File: src/rtl/pwm_cfg_sequencer.sv
// PWM timebase sequencer: owns the counter's period/prescale/direction through a
// one-deep shadow and drives its en/count_reset lines from start/stop commands.
module pwm_cfg_sequencer #(
  parameter int unsigned       CNT_W         = 16,
  parameter int unsigned       PSC_W         = 8,
  parameter logic [CNT_W-1:0]  RST_PERIOD    = 16'h00FF,
  parameter logic [PSC_W-1:0]  RST_PRESCALE  = 8'h00,
  parameter logic              RST_UPNOTDOWN = 1'b1
) (
  input  logic             clk,
  input  logic             rst,
  input  logic             start,
  input  logic             stop,
  input  logic             cfg_valid,
  output logic             cfg_ready,
  input  logic [CNT_W-1:0] cfg_period,
  input  logic [PSC_W-1:0] cfg_prescale,
  input  logic             cfg_upnotdown,
  input  logic             cfg_immediate,
  input  logic [CNT_W-1:0] count_val,
  output logic             en,
  output logic             count_reset,
  output logic [CNT_W-1:0] period,
  output logic [PSC_W-1:0] prescale,
  output logic             upnotdown,
  output logic             update_done,
  output logic             pending
);

  typedef enum logic [1:0] {
    IDLE = 2'd0,
    RUN  = 2'd1,
    PEND = 2'd2
  } state_t;

  state_t           r_state;
  state_t           w_nstate;
  logic [CNT_W-1:0] r_prev_cnt;
  logic [CNT_W-1:0] r_sh_period;
  logic [PSC_W-1:0] r_sh_prescale;
  logic             r_sh_upnotdown;
  logic             r_en;
  logic             r_count_reset;
  logic             r_update_done;
  logic             r_pending;
  logic [CNT_W-1:0] r_period;
  logic [PSC_W-1:0] r_prescale;
  logic             r_upnotdown;

  logic             w_hs;
  logic             w_bnd;
  logic [CNT_W-1:0] w_start_val;
  logic             w_load_cfg;
  logic             w_load_sh;
  logic             w_latch;
  logic             w_crst;
  logic             w_pending;

  assign cfg_ready   = (r_state != PEND);
  assign w_hs        = cfg_valid && cfg_ready;
  assign w_start_val = r_upnotdown ? '0 : r_period;
  assign w_bnd       = (count_val != r_prev_cnt) && (count_val == w_start_val);

  assign en          = r_en;
  assign count_reset = r_count_reset;
  assign update_done = r_update_done;
  assign pending     = r_pending;
  assign period      = r_period;
  assign prescale    = r_prescale;
  assign upnotdown   = r_upnotdown;

  always_comb begin
    w_nstate   = r_state;
    w_load_cfg = 1'b0;
    w_load_sh  = 1'b0;
    w_latch    = 1'b0;
    w_crst     = 1'b0;
    w_pending  = r_pending;
    unique case (r_state)
      IDLE: begin
        w_load_cfg = w_hs;
        if (start && !stop) begin
          w_nstate = RUN;
          w_crst   = 1'b1;
        end
      end
      RUN: begin
        if (stop) begin
          // a config offered alongside stop lands as a plain idle-style load
          w_nstate   = IDLE;
          w_load_cfg = w_hs;
        end else if (w_hs) begin
          if (cfg_immediate) begin
            w_load_cfg = 1'b1;
            w_crst     = 1'b1;
          end else begin
            w_latch   = 1'b1;
            w_pending = 1'b1;
            w_nstate  = PEND;
          end
        end
      end
      PEND: begin
        if (stop) begin
          w_nstate  = IDLE;
          w_load_sh = 1'b1;
          w_pending = 1'b0;
        end else if (w_bnd || (r_period == '0)) begin
          // zero period never produces a boundary, so apply without waiting
          w_nstate  = RUN;
          w_load_sh = 1'b1;
          w_pending = 1'b0;
          w_crst    = (r_sh_upnotdown != r_upnotdown);
        end
      end
      default: w_nstate = IDLE;
    endcase
  end

  always_ff @(posedge clk) begin
    r_prev_cnt <= count_val;
    if (rst) begin
      r_state        <= IDLE;
      r_en           <= 1'b0;
      r_count_reset  <= 1'b0;
      r_update_done  <= 1'b0;
      r_pending      <= 1'b0;
      r_period       <= RST_PERIOD;
      r_prescale     <= RST_PRESCALE;
      r_upnotdown    <= RST_UPNOTDOWN;
      r_sh_period    <= '0;
      r_sh_prescale  <= '0;
      r_sh_upnotdown <= 1'b0;
    end else begin
      r_state       <= w_nstate;
      r_en          <= (w_nstate != IDLE);
      r_count_reset <= w_crst;
      r_update_done <= w_load_cfg || w_load_sh;
      r_pending     <= w_pending;
      if (w_load_cfg) begin
        r_period    <= cfg_period;
        r_prescale  <= cfg_prescale;
        r_upnotdown <= cfg_upnotdown;
      end else if (w_load_sh) begin
        r_period    <= r_sh_period;
        r_prescale  <= r_sh_prescale;
        r_upnotdown <= r_sh_upnotdown;
      end
      if (w_latch) begin
        r_sh_period    <= cfg_period;
        r_sh_prescale  <= cfg_prescale;
        r_sh_upnotdown <= cfg_upnotdown;
      end
    end
  end

endmodule

File: config.mk
export PLATFORM = sky130hd
export DESIGN_NAME = pwm_cfg_sequencer
export DESIGN_NICKNAME = d
export VERILOG_FILES = /design/src/rtl/pwm_cfg_sequencer.sv
export SDC_FILE = /design/constraint.sdc
export NUM_CORES = 1
export LEC_CHECK = 0
export CAP_MARGIN = 5
export CORE_ASPECT_RATIO = 1.2
export CORE_UTILIZATION = 50
export CTS_CLUSTER_DIAMETER = 150
export CTS_CLUSTER_SIZE = 8
export DETAILED_ROUTE_END_ITERATION = 6
export PLACE_DENSITY = 0.79
export SLEW_MARGIN = 25
export SYNTH_ARGS = -nofsm -noshare
export SYNTH_HDL_FRONTEND = slang
export SYNTH_SLANG_ARGS = --single-unit
File: constraint.sdc
create_clock -name clk -period 2.71 [get_ports clk]
set_clock_uncertainty 0.05 [all_clocks]
set_input_delay 0.4065 -clock clk [delete_from_list [all_inputs] [get_ports clk]]
set_output_delay 0.4065 -clock clk [all_outputs]
set_load 0.01 [all_outputs]
==> results.json, run 1 <==
{
  "antenna_found_initial": 0,
  "clkTransAtPathRegs_ps": 70,
  "vias": 2946,
  "grt_use_met3_pct": 5.52,
  "path_cells": "clkdlybuf4s50_1 > and4bb_1 > a31oi_1 > o32ai_1 > nand4_1 > nor4_4 > buf_12 > o21ai_0 > nor3b_2",
  "min_period_ps": 2350,
  "finalInstanceArea_sq_mm": 0.00444,
  "required_ps": 2880,
  "ys.warnings.count": 0,
  "max_slew_margin_pct": 58.4,
  "crit_buf_inv": 2,
  "grt_setup_unrepaired": "false",
  "gr-max-usage-layer": "met2",
  "post-route-period-util_pct": 86.8,
  "clkSinkCount": 72,
  "synth_cell_types": 37,
  "floorplan.die_area_sq_mm": 0.00723,
  "finalHoldViolCount": 0,
  "grtUsageMet2_pct": 40.9,
  "area_growth_pct": 28.8,
  "avgSynthCellArea_sq_um": 9.14,
  "drt_iter0_drc": 124,
  "hpwl_um": 5560,
  "syn_area_sq_mm": 0.00344,
  "crit_slowest_cell": "clkdlybuf4s50_1",
  "core-area_sq_mm": 0.00653,
  "synth_area_leaders": "dfxtp_1 (42%), mux2i_1 (7.3%), nor3b_2 (6.2%), nand2_1 (5.8%), xor2_1 (4.1%)",
  "setup_violations": 0,
  "vias_per_cell": 5.49,
  "start_kind": "primary input",
  "grt_overflow": 0,
  "clockRootBuffer": "clkbuf_8",
  "num_io_pins": 77,
  "drtPass1Iterations": 4,
  "final_nets": 497,
  "fmax_mhz": 425,
  "cts_hold_buffers": 0,
  "drv_cap": 0,
  "cts.repair.resized": 0,
  "async_flop_share_pct": 0,
  "worstMarginPinSlew_ps": 622,
  "synth_top_area_cell": "dfxtp_1",
  "drive_gt1_share_pct": 10.2,
  "synth-seq-cells": 72,
  "finalWirelength_um": 8030,
  "synth_top_flop_cell": "dfxtp_1",
  "syn_nets": 424,
  "io_buffers": 76,
  "yosysSeqAreaShare_pct": 41.8,
  "grt_max_degree": 50,
  "cp.arrival_ps": 2520,
  "die_height_um": 92.9,
  "num_antenna_cells": 0,
  "min_path_type": "flop to flop",
  "power_per_cell_area_mw_per_mm2": 518,
  "synth_edf_count": 0,
  "status": "finished, final reports clean",
  "clk-insertion-delay-late_ps": 340,
  "cts_buffers": 9,
  "synth_top_area_share_pct": 41.8,
  "rows": 32,
  "drc_errors": 0,
  "initial_core_util_pct": 52.8,
  "cpPeakStageDelay_ps": 630,
  "grt.total_usage_pct": 23.6,
  "grt_pass1_wl_um": 13300,
  "cts_tree": "built",
  "wl_per_cell_um": 15.0,
  "die_x_um": 77.8,
  "ant_nets": 0,
  "path_delay_family": "simple AND/OR/NAND/NOR gates",
  "gp_congestion": 0.830,
  "grt_util_met1_pct": 27.8,
  "worstPathMaxFanout": 33,
  "post_cts_buffers": 0,
  "criticalPathCategory": "primary input to flop",
  "end_kind": "flop",
  "grt_pass1_vias": 2791,
  "clock_path_buffers": 2,
  "static-leakage-power_nw": 1.62,
  "placed_cell_area_sq_mm": 0.00428,
  "postSynthCellCount": 377,
  "finalSetupTns_ps": 0,
  "ir_drop_v": 0.000385,
  "htreeDepth": 3,
  "timing.final.max_slew_violations": 0
}
-- worst register-to-register path, cell delays in order (launching register included) --
cell and delay [ps]:
dfxtp_1 720, nor2_1 110, o32ai_1 260, nand4_1 220, nor4_4 350, buf_12 220
o21ai_0 100, nor3b_2 180
-- area by class of cell --
type	instances	area (sq um)
inverters	2	7.51
multi-input cells	279	1840
fillers	534	2090
flip-flops and latches	72	1440
repair buffers	86	881
clock buffers	12	155
clock inverters	1	5.00
well taps	85	106
-- per-layer routing --
| layer | vias to the layer above | routed length [um] |
|---|---|---|
| li1 | 1482 | - |
| met1 | 1367 | 3490 |
| met2 | 84 | 3970 |
| met3 | 13 | 417 |
| met4 | 0 | 157 |
| met5 | - | 0 |
-- worst paths after layout --
| check | start | endpoint | slack, ps | cells after the start |
|---|---|---|---|---|
| worst min register to register | r_sh_period[7]$_SDFFE_PP0P_ | r_sh_period[7]$_SDFFE_PP0P_ | 400 | 2 |
| worst max register to register | upnotdown$_SDFFE_PP1P_ | period[13]$_SDFFE_PP0P_ | 380 | 7 |
| worst min-delay path | r_sh_period[7]$_SDFFE_PP0P_ | r_sh_period[7]$_SDFFE_PP0P_ | 400 | 2 |
| worst max-delay path | count_val[5] | period[13]$_SDFFE_PP0P_ | 360 | 9 |
-- cell usage in the layout (no fill, tap or decap), drive strengths merged, types with 12 or more instances in the layout --
cell type	Yosys	layout
nor3b	18	18
o21ai	21	21
nor3	21	21
a21oi	25	25
clkdlybuf4s50	0	75
dfxtp	72	72
clkbuf	14	12
nand2	53	53
nor2	30	30
mux2i	25	25
xor2	16	16
-- sequential cells by signal, indices dropped and copies added (netlist names) --
name,count
r_sh_period,16
r_sh_upnotdown,1
en,1
upnotdown,1
update_done,1
pending,1
prescale,8
r_sh_prescale,8
r_state,2
r_prev_cnt,16
period,16
count_reset,1
-- power breakdown --
part,switching (mW),internal (mW),total [mW]
Clock,0.365,0.366,0.731
Combinational,0.175,0.229,0.404
Sequential,0.0543,1.11,1.16
Total,0.594,1.70,2.30
-- cells in the mapped netlist (all sizes together), types with 2 or more instances --
| master | number |
|---|---|
| nor4 | 5 |
| nor2 | 30 |
| mux2i | 25 |
| nor3b | 18 |
| nand2 | 53 |
| nor2b | 9 |
| a211oi | 9 |
| nor3 | 21 |
| buf | 9 |
| a31oi | 8 |
| inv | 2 |
| o32ai | 8 |
| xnor2 | 9 |
| xor2 | 16 |
| clkbuf | 14 |
| nand3 | 2 |
| and4bb | 7 |
| nand4 | 4 |
| nand3b | 2 |
| dfxtp | 72 |
| a21oi | 25 |
| o21ai | 21 |
-- cells by family after synthesis --
group | after synthesis | synth area share (%)
flops | 72 | 41.8
buf+inv | 26 | 5.01
mux | 25 | 7.26
simple gates | 154 | 26.4
compound gates | 75 | 13.1
xor+xnor | 25 | 6.36
-- per-stage QoR --
stage                     power [mW]  cells  setup slack (ps)  hold WS (ps)  utilization, %
after floorplan                 1.38    377               662           382               -
after global placement          1.58    524               112           387            65.5
after detailed placement        1.59    524              18.5           394            65.5
after CTS                       2.31    537               372           403            68.0
after global routing            2.40    537               160           419            68.0
final                           2.30    537               357           401            68.0
No activity file was read; power rests on OpenSTA's default activity.
==> run 2: changes to the inputs <==
Settings changed: PLACE_DENSITY 0.79 to not set, PLACE_DENSITY_LB_ADDON set to 0.3.
==> results.json, run 2 (synthesized netlist as in run 1, its figures left out) <==
{
  "clock_path_buffers": 2,
  "antenna_found_initial": 0,
  "finalSetupTns_ps": 0,
  "drtPass1Iterations": 4,
  "drt_iter0_drc": 114,
  "crit_buf_inv": 1,
  "vias": 2934,
  "rrSetupSlack_ps": 250,
  "path_cells": "nor2_1 > o32ai_1 > nand4_1 > nor4_4 > buf_12 > o21ai_0 > nor3b_2",
  "min_to": "r_sh_period[3]$_SDFFE_PP0P_",
  "area_growth_pct": 29.5,
  "worstPathMaxFanout": 33,
  "drive_gt1_share_pct": 11.1,
  "ir_drop_v": 0.000330,
  "min_period_ps": 2460,
  "r2r_end": "period[13]$_SDFFE_PP0P_",
  "vias_per_cell": 5.40,
  "htreeDepth": 3,
  "gp_congestion": 0.799,
  "grt.total_usage_pct": 22.8,
  "required_ps": 2870,
  "start_kind": "flop",
  "cts_buffers": 9,
  "cts.repair.resized": 0,
  "static-leakage-power_nw": 1.63,
  "grt_pass1_wl_um": 12800,
  "crit_slowest_cell": "dfxtp_1",
  "timing.rr.start": "upnotdown$_SDFFE_PP1P_",
  "switching_share_pct": 26.0,
  "criticalPathCategory": "flop to flop",
  "cts_tree": "built",
  "rows": 32,
  "clkSinkCount": 72,
  "initial_core_util_pct": 52.8,
  "post_cts_buffers": 0,
  "final_nets": 500,
  "power.switching_uw": 612,
  "clk-insertion-delay-late_ps": 350,
  "finalInstanceArea_sq_mm": 0.00446,
  "end_kind": "flop",
  "max_slew_margin_pct": 47.6,
  "p_clk_share_pct": 33.7,
  "placed_cell_area_sq_mm": 0.00427,
  "cts_hold_buffers": 0,
  "ant_nets": 0,
  "power_frac_seq_pct": 49.4,
  "status": "finished, final reports clean",
  "finalHoldViolCount": 0,
  "wl_per_cell_um": 14.5,
  "clkTransAtPathRegs_ps": 70,
  "setup_violations": 0,
  "combPwrFrac_pct": 16.9,
  "io_buffers": 76,
  "internal-power_mw": 1.74,
  "report.power.total_mw": 2.35,
  "finalWirelength_um": 7880,
  "clockRootBuffer": "clkbuf_8",
  "grt_pass1_vias": 2800,
  "core-area_sq_mm": 0.00653,
  "die_x_um": 77.8,
  "grt_setup_unrepaired": "false",
  "path_delay_family": "simple AND/OR/NAND/NOR gates",
  "fmax_mhz": 407,
  "drc_errors": 0,
  "floorplan.die_area_sq_mm": 0.00723,
  "cpPeakStageDelay_ps": 760,
  "hpwl_um": 5670,
  "die_height_um": 92.9,
  "cp.arrival_ps": 2620,
  "final_common_cell": "clkdlybuf4s50_1",
  "num_antenna_cells": 0,
  "most-common-layout-cells": "clkdlybuf4s50_1 (75), dfxtp_1 (72), nand2_1 (53)",
  "fillCellCount": 544,
  "power_per_cell_area_mw_per_mm2": 527,
  "drv_cap": 0,
  "timing.final.max_slew_violations": 0,
  "reg2reg_depth": 7,
  "holdPathStages": 2,
  "grt_max_degree": 43,
  "post-route-period-util_pct": 90.8,
  "hold_start": "r_sh_period[3]$_SDFFE_PP0P_",
  "min_path_type": "flop to flop",
  "grt_overflow": 0,
  "num_io_pins": 77,
  "worstMarginPinSlew_ps": 785
}
run 2: area by class of cell:
cell class	instances	area [sq um]	share of cell area, %
inverter	2	7.51	0.168
sequential	72	1440	32.3
clock inverter	2	12.5	0.281
timing repair buffer	89	878	19.7
multi-input combinational	279	1840	41.3
clock buffer	14	173	3.87
tap	85	106	2.38
run 2: per-stage QoR:
| stage | hold slack, ps | instances | setup WS (ps) | util, % |
|---|---|---|---|---|
| floorplan | 382 | 377 | 662 | - |
| global placement | 387 | 527 | 48.8 | 65.5 |
| detailed placement | 393 | 527 | 19.4 | 65.5 |
| CTS | 403 | 543 | 286 | 68.3 |
| global route | 426 | 543 | 130 | 68.3 |
| finish | 401 | 543 | 250 | 68.3 |
run 2: power groups by stage:
| stage | Sequential [mW] | Combinational [mW] | Clock [mW] |
|---|---|---|---|
| after floorplan | 1.18 | 0.204 | 0 |
| after global placement | 1.18 | 0.391 | 0 |
| after detailed placement | 1.18 | 0.399 | 0 |
| after CTS | 1.16 | 0.401 | 0.805 |
| after global routing | 1.17 | 0.431 | 0.860 |
| final | 1.16 | 0.398 | 0.793 |
run 2: how the worst max path moves through the flow:
| stage | startpoint | end | slack, ps | cells past startpoint |
|---|---|---|---|---|
| after floorplan | count_val[7] | prescale[6]$_SDFFE_PP0P_ | 660 | 8 |
| after global placement | count_val[13] | period[15]$_SDFFE_PP0P_ | 50 | 9 |
| after detailed placement | count_val[1] | period[13]$_SDFFE_PP0P_ | 20 | 9 |
| after CTS | upnotdown$_SDFFE_PP1P_ | period[13]$_SDFFE_PP0P_ | 290 | 7 |
| after global routing | upnotdown$_SDFFE_PP1P_ | period[13]$_SDFFE_PP0P_ | 130 | 7 |
| final | upnotdown$_SDFFE_PP1P_ | period[13]$_SDFFE_PP0P_ | 250 | 7 |
run 2: layer usage:
layer	routed length [um]	vias to the layer above	track usage, %
li1	-	1487	-
met1	3430	1359	25.9
met2	3930	76	40.9
met3	406	12	6.11
met4	115	0	7.23
met5	0	-	0
run 2: worst register-to-register path: stages (launching register included):
cell,delay (ps)
dfxtp_1,760
nor2_1,110
o32ai_1,300
nand4_1,250
nor4_4,370
buf_12,220
o21ai_0,110
nor3b_2,160
